<file path="config.mk">
export PLATFORM = sky130hd
export DESIGN_NAME = pc_sequencer_flat
export DESIGN_NICKNAME = d
export VERILOG_FILES = /design/src/rtl/pc_sequencer_pkg.sv /design/src/rtl/pc_sequencer_if.sv /design/src/rtl/pc_sequencer_ret_stack.sv /design/src/rtl/pc_sequencer.sv /design/src/flat_wrapper.sv
export SDC_FILE = /design/constraint.sdc
export NUM_CORES = 1
export LEC_CHECK = 0
export CORE_ASPECT_RATIO = 0.8
export CORE_UTILIZATION = 59
export CTS_CLUSTER_DIAMETER = 60
export CTS_CLUSTER_SIZE = 12
export DETAILED_ROUTE_END_ITERATION = 8
export PLACE_DENSITY_LB_ADDON = 0.3
export SETUP_SLACK_MARGIN = 0.5
export SLEW_MARGIN = 20
export SYNTH_ARGS = -nofsm -noshare
export SYNTH_HDL_FRONTEND = slang
export SYNTH_SLANG_ARGS = --single-unit
</file>
<file path="constraint.sdc">
create_clock -name clk -period 4.97 [get_ports clk]
set_input_delay 0.7455 -clock clk [delete_from_list [all_inputs] [get_ports clk]]
set_output_delay 0.7455 -clock clk [all_outputs]
set_load 0.1 [all_outputs]
</file>
<file path="src/rtl/pc_sequencer_pkg.sv">
// pc_seq_pkg: shared FSM states, opcodes, vector address and return-stack frame type
package pc_seq_pkg;
  typedef enum logic [2:0] {RUN, SAVE, VECTOR, RESTORE, FAULT} state_t;
  localparam logic [4:0] RETI_OP_DEF = 5'b10000;
  localparam logic [4:0] OP_JMP = 5'b11000;
  localparam logic [4:0] OP_JZ = 5'b11110;
  localparam logic [4:0] OP_JNZ = 5'b11111;
  localparam logic [4:0] OP_JC = 5'b11100;
  localparam logic [4:0] OP_JNC = 5'b11101;
  localparam logic [7:0] IRQ_VECTOR_DEF = 8'hF0;
  typedef struct packed {
    logic [7:0] addr;
    logic [3:0] flags;
  } frame_t;
endpackage

</file>
<file path="src/rtl/pc_sequencer_if.sv">
// pc_seq_if: sequencer bus; master drives stall/jmp/ins_op/flag_ex/irq/irq_en, slave returns pc/irq_ack/flag_restore(_valid)/in_isr/depth/fault
interface pc_seq_if;
  logic stall;
  logic jmp_req;
  logic [7:0] jmp_loc;
  logic [4:0] ins_op;
  logic [3:0] flag_ex;
  logic irq;
  logic irq_en;
  logic [7:0] pc;
  logic irq_ack;
  logic [3:0] flag_restore;
  logic flag_restore_valid;
  logic in_isr;
  logic [3:0] depth;
  logic fault;
  modport master(
    output stall, jmp_req, jmp_loc, ins_op, flag_ex, irq, irq_en,
    input pc, irq_ack, flag_restore, flag_restore_valid, in_isr, depth, fault
  );
  modport slave(
    input stall, jmp_req, jmp_loc, ins_op, flag_ex, irq, irq_en,
    output pc, irq_ack, flag_restore, flag_restore_valid, in_isr, depth, fault
  );
endinterface

</file>
<file path="src/rtl/pc_sequencer_ret_stack.sv">
// ret_stack: LIFO of {addr,flags} frames; clk/reset, push/pop/din in, top/depth/full/empty out
module ret_stack
  import pc_seq_pkg::*;
#(
  parameter int DEPTH = 4,
  localparam int W = $clog2(DEPTH) + 1
) (
  input  logic         clk,
  input  logic         reset,
  input  logic         push,
  input  logic         pop,
  input  frame_t       din,
  output frame_t       top,
  output logic [W-1:0] depth,
  output logic         full,
  output logic         empty
);
  frame_t mem [DEPTH];
  logic [W-1:0] top_idx;
  assign top_idx = depth - W'(1);
  assign top = mem[top_idx[W-2:0]];
  assign full = depth == W'(DEPTH);
  assign empty = depth == '0;
  always_ff @(posedge clk)
    if (push) mem[depth[W-2:0]] <= din;
  always_ff @(posedge clk)
    if (reset) depth <= '0;
    else if (push) depth <= depth + W'(1);
    else if (pop) depth <= depth - W'(1);
endmodule

</file>
<file path="src/rtl/pc_sequencer.sv">
// pc_sequencer: PC register with jump redirects and interrupt save/vector/restore; clk, reset, pc_seq_if.slave bus
module pc_sequencer
  import pc_seq_pkg::*;
#(
  parameter int STACK_DEPTH = 4,
  parameter logic [7:0] IRQ_VECTOR = IRQ_VECTOR_DEF,
  parameter logic [4:0] RETI_OP = RETI_OP_DEF
) (
  input logic clk,
  input logic reset,
  pc_seq_if.slave b
);
  localparam int W = $clog2(STACK_DEPTH) + 1;
  state_t state;
  frame_t saved, top;
  logic [W-1:0] sdepth;
  logic full, empty, irq_d, irq_pend, is_reti, accept;
  logic [7:0] next_pc;
  assign is_reti = b.ins_op == RETI_OP;
  assign accept = state == RUN && !b.stall && !is_reti && irq_pend && b.irq_en && !full;
  assign next_pc = b.jmp_req ? b.jmp_loc : b.pc + 8'd1;
  assign b.in_isr = !empty;
  assign b.depth = 4'(sdepth);
  ret_stack #(.DEPTH(STACK_DEPTH)) u_stack (
    .clk(clk),
    .reset(reset),
    .push(state == SAVE),
    .pop(state == RESTORE),
    .din(saved),
    .top(top),
    .depth(sdepth),
    .full(full),
    .empty(empty)
  );
  always_ff @(posedge clk)
    if (reset) begin
      state <= RUN;
      b.pc <= 8'h00;
      irq_d <= 1'b0;
      irq_pend <= 1'b0;
      b.irq_ack <= 1'b0;
      b.flag_restore <= 4'h0;
      b.flag_restore_valid <= 1'b0;
      b.fault <= 1'b0;
    end else begin
      irq_d <= b.irq;
      irq_pend <= (b.irq && !irq_d) || (irq_pend && !accept);
      b.irq_ack <= accept;
      b.flag_restore_valid <= state == RESTORE;
      case (state)
        RUN:
          if (!b.stall) begin
            if (is_reti) begin
              state <= empty ? FAULT : RESTORE;
              b.fault <= empty;
            end else begin
              // the accept edge still advances pc to the return address, so it is held through SAVE
              b.pc <= next_pc;
              if (accept) begin
                saved <= {next_pc, b.flag_ex};
                state <= SAVE;
              end
            end
          end
        SAVE: state <= VECTOR;
        VECTOR: begin
          b.pc <= IRQ_VECTOR;
          state <= RUN;
        end
        RESTORE: begin
          b.pc <= top.addr;
          b.flag_restore <= top.flags;
          state <= RUN;
        end
        FAULT: b.fault <= 1'b1;
        default: state <= RUN;
      endcase
    end
endmodule

</file>
<file path="src/flat_wrapper.sv">
// flat-port wrapper written by rule: the top's interface ports become plain ports
module pc_sequencer_flat import pc_seq_pkg::*;
#(
  parameter int STACK_DEPTH = 4,
  parameter logic [7:0] IRQ_VECTOR = IRQ_VECTOR_DEF,
  parameter logic [4:0] RETI_OP = RETI_OP_DEF
)
  (clk, reset, b_stall, b_jmp_req, b_jmp_loc, b_ins_op, b_flag_ex, b_irq, b_irq_en, b_pc, b_irq_ack, b_flag_restore, b_flag_restore_valid, b_in_isr, b_depth, b_fault);
  pc_seq_if b_i ();
  input logic clk;
  input logic reset;
  input wire logic [$bits(b_i.stall)-1:0] b_stall;
  input wire logic [$bits(b_i.jmp_req)-1:0] b_jmp_req;
  input wire logic [$bits(b_i.jmp_loc)-1:0] b_jmp_loc;
  input wire logic [$bits(b_i.ins_op)-1:0] b_ins_op;
  input wire logic [$bits(b_i.flag_ex)-1:0] b_flag_ex;
  input wire logic [$bits(b_i.irq)-1:0] b_irq;
  input wire logic [$bits(b_i.irq_en)-1:0] b_irq_en;
  output wire logic [$bits(b_i.pc)-1:0] b_pc;
  output wire logic [$bits(b_i.irq_ack)-1:0] b_irq_ack;
  output wire logic [$bits(b_i.flag_restore)-1:0] b_flag_restore;
  output wire logic [$bits(b_i.flag_restore_valid)-1:0] b_flag_restore_valid;
  output wire logic [$bits(b_i.in_isr)-1:0] b_in_isr;
  output wire logic [$bits(b_i.depth)-1:0] b_depth;
  output wire logic [$bits(b_i.fault)-1:0] b_fault;
  assign b_i.stall = b_stall;
  assign b_i.jmp_req = b_jmp_req;
  assign b_i.jmp_loc = b_jmp_loc;
  assign b_i.ins_op = b_ins_op;
  assign b_i.flag_ex = b_flag_ex;
  assign b_i.irq = b_irq;
  assign b_i.irq_en = b_irq_en;
  assign b_pc = b_i.pc;
  assign b_irq_ack = b_i.irq_ack;
  assign b_flag_restore = b_i.flag_restore;
  assign b_flag_restore_valid = b_i.flag_restore_valid;
  assign b_in_isr = b_i.in_isr;
  assign b_depth = b_i.depth;
  assign b_fault = b_i.fault;
  pc_sequencer #(.STACK_DEPTH(STACK_DEPTH), .IRQ_VECTOR(IRQ_VECTOR), .RETI_OP(RETI_OP)) u_core (.clk(clk), .reset(reset), .b(b_i));
endmodule
</file>
After elaboration in Yosys (flattened, before gate mapping) --
Memory sizes are Yosys's and may differ from the RTL's. Index checks and enable logic that the tools add are counted.
Word-level totals: flip-flop bits (word level) 35, bits in writable memories 48, input bits 23, memories kept 1
Cells by class: eq/ne operators 10, bitwise operators 4, reductions and logical operators 23, add/subtract/negate cells 3, mux-type cells 16
Memories:
- u_core.u_stack.mem | depth 4, bits a word 12, rd ports 1, clocked after memory_dff 0, wr ports 1, line pc_sequencer_ret_stack.sv:18 | frame_t mem [DEPTH];
Operators by type and width (count):
- two-way mux 8 bit | 3
- case mux 8 bit (3 select lines) | 1
- two-way mux 3 bit | 6
- case mux 3 bit (3 select lines) | 1
- AND reduction 3 bit | 3
- adder 8 x 1 -> 8 bit, second input constant | 1
- logical AND 1 bit | 7
- == test 3 x 2 -> 1 bit, second input constant | 2
- == test 3 bit, second input constant | 2
- logical NOT 1 bit | 6
- logical NOT 3 bit | 2
- == test 5 bit, second input constant | 1
- AND reduction 5 bit | 1
- two-way mux 1 bit | 4
- inequality test 2 bit, second input constant | 2
- inverter 1 bit | 4
- nonzero test 2 bit | 2
- adder 3 x 1 -> 3 bit, second input constant | 1
- == test 3 x 1 -> 1 bit, second input constant | 1
- inequality test 3 x 1 -> 1 bit, second input constant | 1
- nonzero test 3 bit | 1
- subtractor 3 x 1 -> 3 bit, second input constant | 1
- inequality test 2 x 1 -> 1 bit, second input constant | 1
- case mux 1 bit (2 select lines) | 1
- logical OR 1 bit | 1

Longest topological paths before layout --
depth in word-level cells 10, gate-level depth with buffers 8, gate-level depth less buffers 6

Cells and area by module --
A second synthesis with hierarchy kept.
Unflattened totals: cell total of the unflattened synthesis 252, area total of the unflattened synthesis 3553.4 µm²
By module, submodules not included:
- ret_stack | area each 1984.4 µm², seq. area each 1501.4 µm², cells an instance 90, instances 1
- pc_sequencer | area each 1569.0 µm², seq. area each 760.7 µm², cells an instance 162, instances 1

Worst setup path before layout --
No wires, ideal clock.
path kind register -> register, start register u_core.u_stack.depth[0], end register u_core.saved[0] in the netlist's numbering, enable pin, library setup time 0.396 ns, data arrival time 2.906 ns, cell stages (with the launch flop) 8, path buffers 2, required time 4.574 ns, slack 1.668 ns, path through dfxtp_1 buf_2 buf_6 inv_1 ha_1 nand2_1 nand3_1 nor3_1
Between the ends: cells in the longest elaborated chain, start to end 4
Ends and longest elaborated chain:
- from (decl) | line pc_sequencer_ret_stack.sv:14 | output logic [W-1:0] depth,
- from (signal assigned) | line pc_sequencer_ret_stack.sv:28 | else if (push) depth <= depth + W'(1);
- from (signal assigned) | line pc_sequencer_ret_stack.sv:29 | else if (pop) depth <= depth - W'(1);
- == test 3 bit | line pc_sequencer_ret_stack.sv:22 | assign full = depth == W'(DEPTH);
- logical NOT 1 bit | line pc_sequencer.sv:20 | assign accept = state == RUN && !b.stall && !is_reti && irq_pend && b.irq_en && !full;
- logical AND 1 bit | line pc_sequencer.sv:20
- AND reduction 5 bit (no source line)
- to (signal assigned) | line pc_sequencer.sv:60 | saved <= {next_pc, b.flag_ex};
- to (decl) | line pc_sequencer.sv:15 | frame_t saved, top;
No other way between the ends. A chain may end at the register's enable or synchronous reset.

Final worst setup path --
start register u_core.u_stack.depth[1], end output port b_in_isr
Between the ends: cells in the longest elaborated chain, start to end 2
Ends and longest elaborated chain:
- logical NOT 3 bit | line pc_sequencer_ret_stack.sv:23 | assign empty = depth == '0;
- logical NOT 1 bit | line pc_sequencer.sv:22 | assign b.in_isr = !empty;
- to (decl) | line flat_wrapper.sv:23 | output wire logic [$bits(b_i.in_isr)-1:0] b_in_isr;
No other way between the ends.

==> results.sh <==
export IMPL_run_status="complete, no violations"
export IMPL_dieArea_sq_mm=0.00633
export IMPL_synth_edff_count=60
export IMPL_cp_arrival_ps=2340
export IMPL_synth_top_area_cell="edfxtp_1"
export IMPL_swShare_pct=27.3
export IMPL_syn_cell_area_sq_mm=0.00355
export IMPL_pwr_density_cell_mw_per_mm2=328
export IMPL_worstSetupPathType="reg -> out"
export IMPL_placementRows=24
export IMPL_gp_congestion=0.785
export IMPL_dp_cells=361
export IMPL_syn_inst=250
export IMPL_root_buffer="clkbuf_8"
export IMPL_maxSlewViolCount=0
export IMPL_netlist_area_leader_share_pct=50.7
export IMPL_drc_errors=0
export IMPL_cts_setup_buffers=0
export IMPL_via_per_inst=5.90
export IMPL_worstRegToRegCells=5
export IMPL_io_buffers=41
export IMPL_post_route_period_util_pct=62.1
export IMPL_wl_per_cell_microns=18.6
export IMPL_combinationalPowerShare_pct=13.8
export IMPL_die_h_microns=71.4
export IMPL_finalWorstSetupSlack_ps=1890
export IMPL_cts_sinks=83
export IMPL_crit_chain="inv_1 > ha_1 > nand2b_1 > clkdlybuf4s50_1"
export IMPL_finalNonFillerCells=377
export IMPL_ios=43
export IMPL_grt_overflow_total=0
export IMPL_n_antenna_cell=0
export IMPL_p_total_mw=1.38
export IMPL_cts_hold_buffers=0
export IMPL_yosysSeqAreaShare_pct=63.7
export IMPL_ant_nets=0
export IMPL_synth_area_leaders="edfxtp_1 51%, dfxtp_1 13%, mux4_2 7.6%"
export IMPL_cp_max_fo=4
export IMPL_grt_pass1_wl_microns=11000
export IMPL_cts_clk_slew_worst_paths_ps=80
export IMPL_finalSetupTns_ps=0
export IMPL_yosysUniqueCellTypes=50
export IMPL_start_util_pct=63.2
export IMPL_startpoint_type="flip-flop"
export IMPL_synth_seq_cells=83
export IMPL_p_int_mw=1.01
export IMPL_vdd_drop_max_v=0.000250
export IMPL_worst_path_max_delay_cell="clkdlybuf4s50_1"
export IMPL_avgSynthCellArea_sq_um=14.2
export IMPL_required_ps=4220
export IMPL_cts_made_buffers=9
export IMPL_hpwl_microns=4690
export IMPL_clkPwrFrac_pct=30.7
export IMPL_setup_violations=0
export IMPL_mostFrequentLayoutCell="edfxtp_1"
export IMPL_regToRegSetupSlack_ps=2900
export IMPL_worstHoldPathCells=2
export IMPL_endpoint_kind="output pin"
export IMPL_worstMarginPinSlew_ps=984
export IMPL_core_area_sq_mm=0.00562
export IMPL_hold_class="reg -> reg"
export IMPL_max_stage_delay_ps=1150
export IMPL_synthArstFlopShare_pct=0
export IMPL_clkLatencyLatePin_ps=340
export IMPL_drt_iter0_drc=162
export IMPL_r2r_start="u_core.u_stack.depth[1]"
export IMPL_p_leak_nw=1.38
export IMPL_skew_ps=8.04
export IMPL_switchingPower_mw=0.377
export IMPL_drtPass1Iterations=4
export IMPL_antenna_found_initial=0
export IMPL_drive_above_1_share_pct=14.4
export IMPL_grt_util_all_layers_pct=24.6
export IMPL_preCtsSetupSlack_ps=2000
export IMPL_rsz0062_at_grt="false"
export IMPL_synth_warning_count=0
export IMPL_syn_num_nets=279
export IMPL_finalNetCount=323
export IMPL_die_width_microns=88.7
export IMPL_finalHoldViolCount=0
export IMPL_most_common_layout_cells="60 x edfxtp_1, 41 x clkdlybuf4s50_1, 23 x dfxtp_1"
export IMPL_cp_startpoint="u_core.u_stack.depth[1]"
export IMPL_cp_endpoint="b_in_isr"
export IMPL_max_slew_margin_pct=34.2
export IMPL_finalWorstPathRequiredPeriod_ps=3080
export IMPL_maxCapViolCount=0
export IMPL_cts_tree="yes"
export IMPL_htreeDepth=3
export IMPL_clockBufferDepth=2
export IMPL_cts_resized_gates=0
export IMPL_fmax_mhz=324
export IMPL_synth_main_ff_cell="edfxtp_1"
export IMPL_post_route_util_pct=75.0
export IMPL_area_growth_pct=18.6
export IMPL_p_seq_share_pct=55.4
export IMPL_fillers=356
export IMPL_routed_wirelength_microns=7010
export IMPL_dr_total_vias=2225
export IMPL_grt_pass1_vias=2141
export IMPL_grt_max_degree=29
export IMPL_r2r_end="u_core.b.pc[3]"
cell usage after synthesis (4+ instances only):
cell	instances
a211oi_1	4
a21oi_1	8
buf_2	5
clkbuf_1	4
dfxtp_1	23
edfxtp_1	60
ha_1	6
inv_1	4
mux4_2	12
nand2_1	20
nand2b_1	8
nand3_1	6
nand4b_1	4
nor2_1	12
nor2b_1	5
nor3_1	13
o21ai_0	8
o41ai_2	4
xnor2_1	4
routing by layer:
layer | track usage, % | routed length [microns] | part of all wire [%] | up-vias
met4 | 8.96 | 85 | 1.2 | 0
met1 | 33.5 | 3070 | 44 | 1097
met5 | 0 | 0 | 0 | -
met3 | 5.76 | 368 | 5.3 | 7
li1 | - | - | - | 1047
met2 | 39.2 | 3480 | 50 | 74
cell type report:
type | count | area (sq um) | share of cell area [%]
Clock inverter | 7 | 51.3 | 1.22
Timing Repair Buffer | 47 | 455 | 10.8
Tap cell | 78 | 97.6 | 2.32
Multi-Input combinational cell | 149 | 1210 | 28.6
Clock buffer | 9 | 124 | 2.94
Sequential cell | 83 | 2260 | 53.7
Inverter | 4 | 15.0 | 0.357
through the flow:
stage	hold slack, ps	cell area (sq um)
floorplan	459	3550
global placement	442	4030
detailed placement	451	4030
CTS	463	4210
global route	477	4210
finish	460	4210
power by group through the flow:
| stage | combinational (mW) | sequential (mW) | clock (mW) |
|---|---|---|---|
| after floorplan | 0.0903 | 0.826 | 0 |
| after global placement | 0.188 | 0.781 | 0 |
| after detailed placement | 0.191 | 0.782 | 0 |
| after CTS | 0.191 | 0.766 | 0.437 |
| after global routing | 0.204 | 0.769 | 0.462 |
| final | 0.191 | 0.767 | 0.425 |
sequential cells by signal (all words and copies together), names as in the netlist:
name / flops
u_core.state: 3
u_core.b.pc: 8
u_core.b.irq_ack: 1
u_core.u_stack.depth: 3
u_core.b.flag_restore: 4
u_core.b.fault: 1
u_core.irq_d: 1
u_core.saved: 12
u_core.u_stack.mem: 48
u_core.irq_pend: 1
u_core.b.flag_restore_valid: 1
kinds of logic after synthesis:
group	share of synthesized area [%]
DFF	63.7
and+or+nand+nor	13.0
adders and majority gates	2.11
buffers and inverters	2.64
xor gates and xnor gates	1.48
AOI/OAI and AO/OA	8.49
muxes	8.49
other	0.106
how the worst min path moves through the flow:
stage,startpoint,end,slack (ps)
finish,u_core.b.flag_restore[3],u_core.b.flag_restore[3],460
global route,u_core.b.flag_restore[3],u_core.b.flag_restore[3],480
CTS,u_core.b.flag_restore[3],u_core.b.flag_restore[3],460
detailed placement,u_core.b.flag_restore[3],u_core.b.flag_restore[3],450
global placement,u_core.b.flag_restore[0],u_core.b.flag_restore[0],440
floorplan,u_core.saved[0],u_core.u_stack.mem[0][0],460
critical path: cells and delay by family, from the launching register on:
family	cells	cell delay [ps]
fa+ha+maj	1	220
buf+inv	2	1260
simple gates	1	130
flops	1	390
(Power assumes the default switching activity.)
